**src/rtl/gfx_pkg.sv**
```systemverilog
// Shared tile-map geometry, write-queue entry layout and arbiter state encoding.
package gfx_pkg;
    localparam int TILE_COLS = 16;
    localparam int TILE_ROWS = 16;
    localparam int COORD_W   = $clog2(TILE_COLS);
    localparam int ADDR_W    = $clog2(TILE_COLS * TILE_ROWS);
    localparam int ID_W      = 9;

    // Queued CPU write: addr is {sprite_y, sprite_x}
    typedef struct packed {
        logic [ADDR_W-1:0] addr;
        logic [ID_W-1:0]   id;
    } wr_entry_t;

    typedef enum logic {
        ST_IDLE  = 1'b0,
        ST_CLEAR = 1'b1
    } arb_state_t;
endpackage

```
**src/rtl/wr_fifo.sv**
```systemverilog
// Small synchronous FIFO; pushes when full and pops when empty are ignored.
module wr_fifo #(
    parameter int DEPTH = 4,
    parameter int WIDTH = 17
) (
    input  logic                     clk,
    input  logic                     rst_n,
    input  logic                     push,
    input  logic [WIDTH-1:0]         din,
    input  logic                     pop,
    output logic [WIDTH-1:0]         dout,
    output logic                     full,
    output logic                     empty,
    output logic [$clog2(DEPTH):0]   count
);
    localparam int PW = $clog2(DEPTH);

    logic [WIDTH-1:0] mem_q [DEPTH];
    logic [WIDTH-1:0] mem_d [DEPTH];
    logic [PW:0]      wr_ptr_q, wr_ptr_d;
    logic [PW:0]      rd_ptr_q, rd_ptr_d;
    logic             push_ok, pop_ok;

    assign empty = (wr_ptr_q == rd_ptr_q);
    assign full  = (wr_ptr_q[PW] != rd_ptr_q[PW]) && (wr_ptr_q[PW-1:0] == rd_ptr_q[PW-1:0]);
    assign count = wr_ptr_q - rd_ptr_q;
    assign dout  = mem_q[rd_ptr_q[PW-1:0]];

    // Next storage contents and pointers
    always_comb begin
        push_ok  = push && !full;
        pop_ok   = pop && !empty;
        mem_d    = mem_q;
        wr_ptr_d = wr_ptr_q;
        rd_ptr_d = rd_ptr_q;
        if (push_ok) begin
            mem_d[wr_ptr_q[PW-1:0]] = din;
            wr_ptr_d = wr_ptr_q + 1'b1;
        end
        if (pop_ok) begin
            rd_ptr_d = rd_ptr_q + 1'b1;
        end
    end

    // Storage and pointer registers
    always_ff @(posedge clk or negedge rst_n) begin
        if (!rst_n) begin
            mem_q    <= '{default: '0};
            wr_ptr_q <= '0;
            rd_ptr_q <= '0;
        end else begin
            mem_q    <= mem_d;
            wr_ptr_q <= wr_ptr_d;
            rd_ptr_q <= rd_ptr_d;
        end
    end
endmodule

```
**src/rtl/tile_ram_arbiter.sv**
```systemverilog
// Single-port tile-map RAM arbiter: VGA lookups first, then clear sweep, then queued CPU writes.
//
// state    | meaning
// ---------+--------------------------------------------------------------
// ST_IDLE  | no sweep; free RAM cycles drain the CPU write queue
// ST_CLEAR | sweeping clr_ptr 0..255 writing 0 in every cycle VGA leaves free
module tile_ram_arbiter
    import gfx_pkg::*;
#(
    parameter int FIFO_DEPTH = 4
) (
    input  logic                        fclk,
    input  logic                        rst,
    input  logic                        wrn,
    input  logic [COORD_W-1:0]          sprite_x,
    input  logic [COORD_W-1:0]          sprite_y,
    input  logic [ID_W-1:0]             sprite_id,
    input  logic                        clr_req,
    input  logic                        vga_req,
    input  logic [ADDR_W-1:0]           vga_addr,
    output logic                        vga_valid,
    output logic [ID_W-1:0]             vga_tile,
    output logic [ADDR_W-1:0]           ram_addr,
    output logic                        ram_we,
    output logic [ID_W-1:0]             ram_wdata,
    input  logic [ID_W-1:0]             ram_rdata,
    output logic                        clr_busy,
    output logic                        clr_done,
    output logic [$clog2(FIFO_DEPTH):0] fifo_count,
    output logic                        overflow
);
    logic                         s1_q, s2_q, s3_q;
    logic                         wr_push;
    wr_entry_t                    push_entry;
    wr_entry_t                    head_entry;
    logic [$bits(wr_entry_t)-1:0] head_bits;
    logic                         fifo_pop, fifo_full, fifo_empty;
    arb_state_t                   state_q, state_d;
    logic [ADDR_W-1:0]            clr_ptr_q, clr_ptr_d;
    logic                         clr_done_q, clr_done_d;
    logic                         clr_wr;
    logic                         overflow_q, overflow_d;
    logic [ADDR_W-1:0]            ram_addr_q, ram_addr_d;
    logic                         vga_p1_q;
    logic                         vga_valid_q;
    logic [ID_W-1:0]              vga_tile_q, vga_tile_d;

    // Bring wrn into fclk and keep one extra stage to spot its falling edge
    always_ff @(posedge fclk or negedge rst) begin
        if (!rst) begin
            s1_q <= 1'b1;
            s2_q <= 1'b1;
            s3_q <= 1'b1;
        end else begin
            s1_q <= wrn;
            s2_q <= s1_q;
            s3_q <= s2_q;
        end
    end

    assign wr_push    = s3_q && !s2_q;
    assign push_entry = '{addr: {sprite_y, sprite_x}, id: sprite_id};
    assign head_entry = wr_entry_t'(head_bits);

    wr_fifo #(
        .DEPTH (FIFO_DEPTH),
        .WIDTH ($bits(wr_entry_t))
    ) u_wr_fifo (
        .clk   (fclk),
        .rst_n (rst),
        .push  (wr_push),
        .din   (push_entry),
        .pop   (fifo_pop),
        .dout  (head_bits),
        .full  (fifo_full),
        .empty (fifo_empty),
        .count (fifo_count)
    );

    // Per-cycle RAM grant; an idle cycle keeps the previous address on the bus
    always_comb begin
        ram_we    = 1'b0;
        ram_addr  = ram_addr_q;
        ram_wdata = '0;
        fifo_pop  = 1'b0;
        clr_wr    = 1'b0;
        if (vga_req) begin
            ram_addr = vga_addr;
        end else if (state_q == ST_CLEAR) begin
            ram_addr = clr_ptr_q;
            ram_we   = 1'b1;
            clr_wr   = 1'b1;
        end else if (!fifo_empty) begin
            ram_addr  = head_entry.addr;
            ram_wdata = head_entry.id;
            ram_we    = 1'b1;
            fifo_pop  = 1'b1;
        end
        ram_addr_d = ram_addr;
        overflow_d = overflow_q || (wr_push && fifo_full);
        vga_tile_d = vga_p1_q ? ram_rdata : vga_tile_q;
    end

    // Clear-sweep next state; a clr_req during a sweep is ignored
    always_comb begin
        state_d    = state_q;
        clr_ptr_d  = clr_ptr_q;
        clr_done_d = 1'b0;
        case (state_q)
            ST_IDLE: begin
                if (clr_req) begin
                    state_d   = ST_CLEAR;
                    clr_ptr_d = '0;
                end
            end
            ST_CLEAR: begin
                if (clr_wr) begin
                    clr_ptr_d = clr_ptr_q + 1'b1;
                    if (&clr_ptr_q) begin
                        state_d    = ST_IDLE;
                        clr_done_d = 1'b1;
                    end
                end
            end
            default: state_d = ST_IDLE;
        endcase
    end

    // Clear-sweep state register
    always_ff @(posedge fclk or negedge rst) begin
        if (!rst) begin
            state_q    <= ST_IDLE;
            clr_ptr_q  <= '0;
            clr_done_q <= 1'b0;
        end else begin
            state_q    <= state_d;
            clr_ptr_q  <= clr_ptr_d;
            clr_done_q <= clr_done_d;
        end
    end

    // Address hold, sticky overflow and the two-stage VGA return pipeline
    always_ff @(posedge fclk or negedge rst) begin
        if (!rst) begin
            ram_addr_q  <= '0;
            overflow_q  <= 1'b0;
            vga_p1_q    <= 1'b0;
            vga_valid_q <= 1'b0;
            vga_tile_q  <= '0;
        end else begin
            ram_addr_q  <= ram_addr_d;
            overflow_q  <= overflow_d;
            vga_p1_q    <= vga_req;
            vga_valid_q <= vga_p1_q;
            vga_tile_q  <= vga_tile_d;
        end
    end

    assign vga_valid = vga_valid_q;
    assign vga_tile  = vga_tile_q;
    assign clr_busy  = (state_q == ST_CLEAR);
    assign clr_done  = clr_done_q;
    assign overflow  = overflow_q;
endmodule

```
**config.mk**
```make
export PLATFORM = sky130hd
export DESIGN_NAME = tile_ram_arbiter
export DESIGN_NICKNAME = d
export VERILOG_FILES = /design/src/rtl/gfx_pkg.sv /design/src/rtl/wr_fifo.sv /design/src/rtl/tile_ram_arbiter.sv
export SDC_FILE = /design/constraint.sdc
export NUM_CORES = 1
export LEC_CHECK = 0
export CORE_UTILIZATION = 38
export CTS_BUF_LIST = sky130_fd_sc_hd__clkbuf_8
export CTS_CLUSTER_SIZE = 16
export DETAILED_ROUTE_END_ITERATION = 16
export DONT_BUFFER_PORTS = 1
export GPL_TIMING_DRIVEN = 0
export SYNTH_ARGS = -nofsm -noshare
export SYNTH_HDL_FRONTEND = slang
export SYNTH_SLANG_ARGS = --single-unit
```
**constraint.sdc**
```tcl
create_clock -name fclk -period 3 [get_ports fclk]
set_clock_uncertainty 0.2 [all_clocks]
set_input_delay 0.3 -clock fclk [delete_from_list [all_inputs] [get_ports fclk]]
set_output_delay 0.3 -clock fclk [all_outputs]
set_load 0.05 [all_outputs]
```
==> impl_metrics.toml, run 1 <==
[die]
die_area_um2 = 13800
fp.dieH_um = 118
core_area_um2 = 12800
io_pins = 73
initial_utilization_pct = 39.6
die_w_um = 118
row_count = 41

[synthesis]
synth_top_area_share_pct = 51.2
yosysUniqueCellTypes = 38
synth-edff-count = 0
yosys_warnings = 0
ys.flop_type = "dfrtp_1"
async_reset_ff_share_pct = 100
synth_seq_area_share_pct = 52.8
synth.area.top_cells = "dfrtp_1 51%, mux2_4 12%, mux2_2 8.9%, mux4_2 7.5%, ha_1 2.0%"
avgSynthCellArea_um2 = 14.8
synth.ff_latch_count = 107
yosys.area.top_type = "dfrtp_1"
synth_area_um2 = 5080
synth_nets = 391
synthCells = 343

[global_route]
grtUsageTotal_pct = 17.2
grt_pass1_vias = 3360
top_usage_layer = "met2"
antenna_found_initial = 0
grt_util_met1_pct = 21.8
grt_pass1_wl_mm = 18.4
grt_max_degree = 108
use_met3_pct = 4.70
grt-ovfl-total = 0
grtUsageMet2_pct = 28.6

[routing]
viasPerCell = 5.28
vias = 3011
antenna_left = 0
avgRoutedWirePerCell_um = 19.3
drc = 0
dr.pass1.iters = 4
routed_wl_mm = 11.0
drt-initial-drc-count = 122

[status]
outcome = "complete, no violations"

[setup_path]
crit_required_ns = 2.50
cp-start-kind = "flop"
path_cells = "clkbuf_8 -> buf_8 -> inv_1 -> ha_4 -> and2_4 -> nand4_1 -> a32oi_4"
crit_family = "compound AO/OA/AOI/OAI gates"
worst-r2r-cell-count = 7
path_depth = 7
cp-end-kind = "output port"
path_class = "flop to output port"
critPathBufInv = 3
max_stage_delay_ns = 0.53
worstPathArrival_ns = 2.38
critPathMaxFanout = 10
slowest_stage = "a32oi_4"

[timing]
fin_crit_sh_pct = 96.0
rsz0062_at_grt = "false"
period_minus_slack_ns = 2.88
holdWs_ns = 0.0422
maxSlewViolCount = 0
finalHoldViolCount = 0
worst_slew_pin_slew_ns = 1.14
setup_viol = 0
fin_tns_setup_ns = 0
timing.fmax_mhz = 347
relSlewSlack_pct = 23.7

[clock_network]
cts.sinks = 107
clockBufferDepth = 2
path_clk_slew_ns = 0.11
clock_latency_ns = 0.38
clockRootBuffer = "clkbuf_8"
cts_max_level = 3
numCtsBuffers = 9
cts_tree = "built"

[placement]
io_buffer_count = 0
gp_congestion = 0.818
hpwl_mm = 6.88

[power]
powerDensity_nw_per_um2 = 836
total_power_uw = 5180
ir_drop_mv = 0.393
p_leak_uw = 0.00260

[job]
max-cap-violations = 0

[finish]
layout_common_cells = "104 x dfrtp_1, 40 x mux2_2, 39 x mux2_4"
fill_cells = 1138
diodes = 0
syn_to_final_growth_pct = 22.0
post-route-util_pct = 48.3
fin_nets = 441
layout_commonest_cell = "dfrtp_1"
final_layout_size_suffix_gt1_share_pct = 39.9

[min_path]
hold_depth = 2
hold_path_class = "primary input to flop"
==> report_power, final <==
part           total [uW]  switching [uW]  internal (uW)
combinational        1830             771           1060
clock                 908             516            392
sequential           2450             433           2020
total                5180            1720           3470
==> cell usage after synthesis (2+ instances only) <==
master / n
a21oi_1: 8
a32oi_1: 8
buf_2: 2
buf_6: 7
clkbuf_1: 11
dfrtp_1: 104
dfstp_2: 3
ha_1: 8
inv_1: 13
mux2_2: 40
mux2_4: 39
mux2i_1: 5
mux4_2: 17
nand2_1: 11
nand4_1: 11
nor2_1: 2
nor2b_1: 11
o211a_1: 4
o211ai_1: 8
o21ai_0: 3
o22ai_1: 4
xnor2_1: 5
xor2_1: 4
==> cells by family after synthesis <==
family	synth area share [%]
multiplexers	28.9
AND/OR/NAND/NOR	4.56
AO/OA/AOI/OAI	5.39
adder cells (fa/ha/maj)	2.36
flip-flops	52.8
buffers and inverters	4.11
XOR/XNOR	1.87
==> state kept, by name, indices dropped and copies added (netlist names) <==
name / cells
u_wr_fifo.mem_q: 68
overflow: 1
vga_valid: 1
ram_addr_q: 8
u_wr_fifo.wr_ptr_q: 3
vga_p1_q: 1
clr_done: 1
s1_q: 1
s2_q: 1
s3_q: 1
vga_tile: 9
clr_busy: 1
clr_ptr_q: 8
u_wr_fifo.rd_ptr_q: 3
==> per-layer routing <==
layer	part of all wire (%)	vias to the layer above	routed length, um
li1	-	1349	-
met1	44	1588	4850
met2	50	62	5470
met3	4.7	12	513
met4	1.5	0	165
met5	0	-	0
==> layout make-up <==
class,count,area (um2),area share [%]
sequential,107,2680,43.2
multi-input combinational,199,2440,39.4
timing repair buffer,40,413,6.66
tap,172,215,3.47
buffer,22,195,3.15
clock buffer,9,124,2.00
clock inverter,7,75.1,1.21
inverter,14,52.6,0.848
==> path summary, 6_finish.rpt <==
check / from / endpoint / slack, ns
worst max-delay path: u_wr_fifo.rd_ptr_q[1] / ram_addr[2] / 0.12
worst min-delay path: vga_addr[2] / ram_addr_q[2] / 0.04
worst max register to register: u_wr_fifo.rd_ptr_q[1] / ram_addr_q[2] / 0.64
worst min register to register: s2_q / s3_q / 0.17
max in group asynchronous: rst / ram_addr_q[7] / 1.83
min in group asynchronous: rst / u_wr_fifo.rd_ptr_q[1] / 0.36
==> metrics by stage <==
step / cells / worst slack (ns) / area (um2)
after global placement: 515 / -0.728 / 5360
after global routing: 570 / 0.00955 / 6200
final: 570 / 0.120 / 6200
after floorplan: 343 / -0.00636 / 5140
after detailed placement: 515 / -0.772 / 5360
after CTS: 570 / 0.0108 / 6170
==> repair_timing <==
action / 4_1_cts / 5_1_grt
buffers inserted: 2 / 0
gates resized for setup: 42 / 7
hold buffers: 38 / 0
pin swaps: 7 / 2
hold endpoints to repair: 202 / 0
cloned: 0 / 0
setup endpoints to repair: 77 / 9
(Power assumes the default switching activity.)
==> run 2: changes to the inputs <==
==> constraint.sdc (replaced) <==
create_clock -name fclk -period 2.7 [get_ports fclk]
set_clock_uncertainty 0.2 [all_clocks]
set_input_delay 0.27 -clock fclk [delete_from_list [all_inputs] [get_ports fclk]]
set_output_delay 0.27 -clock fclk [all_outputs]
set_load 0.05 [all_outputs]
==> run 2 against run 1 <==
Effect of this change:
- first-iteration DRC count is 42% higher
- global-route usage is 0.14 points higher
- via count increased by 0.43%
- core utilization is 0.32 points higher
- critical path depth is 3 lower
- the flow now finishes with violations (hold timing)
- cell area up 0.67%
- hold slack got worse by 0.68 ns
- register-to-register slack worse by 0.20 ns
==> impl_metrics.toml, run 2 (synthesis results as in run 1) <==
[power]
sw_frac_of_total_pct = 33.4
p_int_uw = 3840
p_sw_uw = 1930
ir_drop_mv = 0.283
seqPwrFrac_pct = 47.2
clockPowerShare_pct = 16.4
p_leak_uw = 0.00261
powerDensity_nw_per_um2 = 925
p_comb_share_pct = 36.3

[status]
outcome = "finished, violations left"
violations = "hold timing"

[clock_network]
cts.sinks = 107
ctsHoldBuffers = 37
cts_tree = "built"
clockRootBuffer = "clkbuf_8"
clockBufferDepth = 2
cts_max_level = 3
clock_latency_ns = 0.39
numCtsBuffers = 9
path_clk_slew_ns = 0.11

[routing]
drc = 0
drt-initial-drc-count = 173
antenna_left = 0
vias = 3024
dr.pass1.iters = 5
viasPerCell = 5.26
routed_wl_mm = 11.0
avgRoutedWirePerCell_um = 19.1

[setup_path]
path_class = "flop to output port"
worstPathArrival_ns = 2.12
path_cells = "buf_6 -> mux4_2 -> o211ai_1 -> a32oi_4"
critPathMaxFanout = 9
max_stage_delay_ns = 0.53
cp-end-kind = "output port"
cp-start-kind = "flop"
crit_required_ns = 2.23
slowest_stage = "mux4_2"

[die]
row_count = 41
die_w_um = 118
fp.dieH_um = 118
die_area_um2 = 13800
initial_utilization_pct = 39.6
io_pins = 73
core_area_um2 = 12800

[job]
max-cap-violations = 0

[timing]
timing.fmax_mhz = 387
worst_slew_pin_slew_ns = 1.08
period_minus_slack_ns = 2.59
rsz0062_at_grt = "false"
fin_crit_sh_pct = 95.8
fin_ws_ns = 0.114
holdWs_ns = -0.641
fin_tns_setup_ns = 0
relSlewSlack_pct = 28.1
setup_viol = 0
finalHoldViolCount = 107
maxSlewViolCount = 0

[finish]
top_register = "u_wr_fifo.mem_q"
diodes = 0
fin_nets = 446
layout_common_cells = "100 x dfrtp_1, 40 x mux2_2, 39 x mux2_4"
syn_to_final_growth_pct = 22.9
final_layout_size_suffix_gt1_share_pct = 43.2
fill_cells = 1118
largest_reg_flops = 68
layout_commonest_cell = "dfrtp_1"
layout.cells.non_filler = 575

[placement]
hpwl_mm = 7.06
post-place-ws_ns = -0.631
dp.cells = 515
gp_congestion = 0.773
io_buffer_count = 0

[global_route]
grt-ovfl-total = 0
grt_max_degree = 108
grt_pass1_vias = 3270
antenna_found_initial = 0
grtUsageTotal_pct = 17.3
grt_pass1_wl_mm = 18.3

[min_path]
hold_path_class = "primary input to async pin"
[run 2: cell count changes in the layout (fill, tap and decap cells not counted), moves of 2 or more]
| cell | delta |
|---|---|
| buf_4 | +5 |
| buf_6 | +2 |
| clkbuf_1 | -3 |
| clkbuf_2 | +2 |
| clkbuf_4 | +3 |
| clkbuf_8 | -2 |
| clkinv_2 | -2 |
| dfrtp_1 | -4 |
| dfrtp_2 | +4 |
[run 2: stage by stage]
step | utilization (%) | area, um2 | hold slack [ns] | total power, uW
4_1_cts | 48.6 | 6230 | -0.661 | 5780
3_3_place_gp | 42.7 | 5480 | -0.222 | 4530
2_1_floorplan | - | 5260 | -0.226 | 4240
5_1_grt | 48.7 | 6240 | -0.668 | 6110
3_5_place_dp | 42.7 | 5480 | -0.222 | 4610
6_report | 48.7 | 6240 | -0.641 | 5770
[run 2: final timing paths]
check	from	endpoint	slack, ns	depth (start not counted)
max	u_wr_fifo.rd_ptr_q[0]	ram_addr[7]	0.11	4
min	rst	u_wr_fifo.mem_q[11]	-0.64	0
max reg2reg	u_wr_fifo.rd_ptr_q[0]	u_wr_fifo.mem_q[44]	0.44	8
min reg2reg	s1_q	s2_q	0.16	0
max in group asynchronous	rst	s1_q	2.64	0
min in group fclk	vga_req	clr_ptr_q[3]	0.03	3
[run 2: repair_timing]
action,4_1_cts,5_1_grt
cloned,2,0
resized for setup,37,12
hold endpoints to repair,203,107
endpoints found under the setup margin,71,8
pin swaps,7,5
setup buffers,8,0
[run 2: layer usage]
| metal | share of wire (%) | up-vias | wire (um) | track usage, % |
|---|---|---|---|---|
| met1 | 44 | 1569 | 4890 | 22.1 |
| met2 | 48 | 67 | 5280 | 27.2 |
| met3 | 5.1 | 18 | 564 | 5.14 |
| li1 | - | 1370 | - | - |
| met4 | 2.4 | 0 | 260 | 7.37 |
| met5 | 0 | - | 0 | 0 |
[run 2: cell type report]
class	count	area, um2	area share, %
buffer	20	184	2.95
clock buffer	9	124	1.98
clock inverter	7	60.1	0.962
inverter	14	55.1	0.882
multi-input combinational	199	2470	39.6
sequential	107	2690	43.0
tap	172	215	3.45
timing repair buffer	47	445	7.14
[run 2: critical path: cells and delay by family, from the launching register on]
kind	cells	cell delay, ns
buffers and inverters	1	0.22
flip-flops	1	0.47
AO/OA/AOI/OAI	2	0.50
multiplexers	1	0.53
[run 2: power by group through the flow]
stage               clock network (uW)  registers (uW)  logic [uW]
floorplan                            0            2610        1630
global placement                     0            2710        1820
detailed placement                   0            2740        1870
CTS                                975            2720        2090
global route                      1030            2820        2270
finish                             949            2730        2100
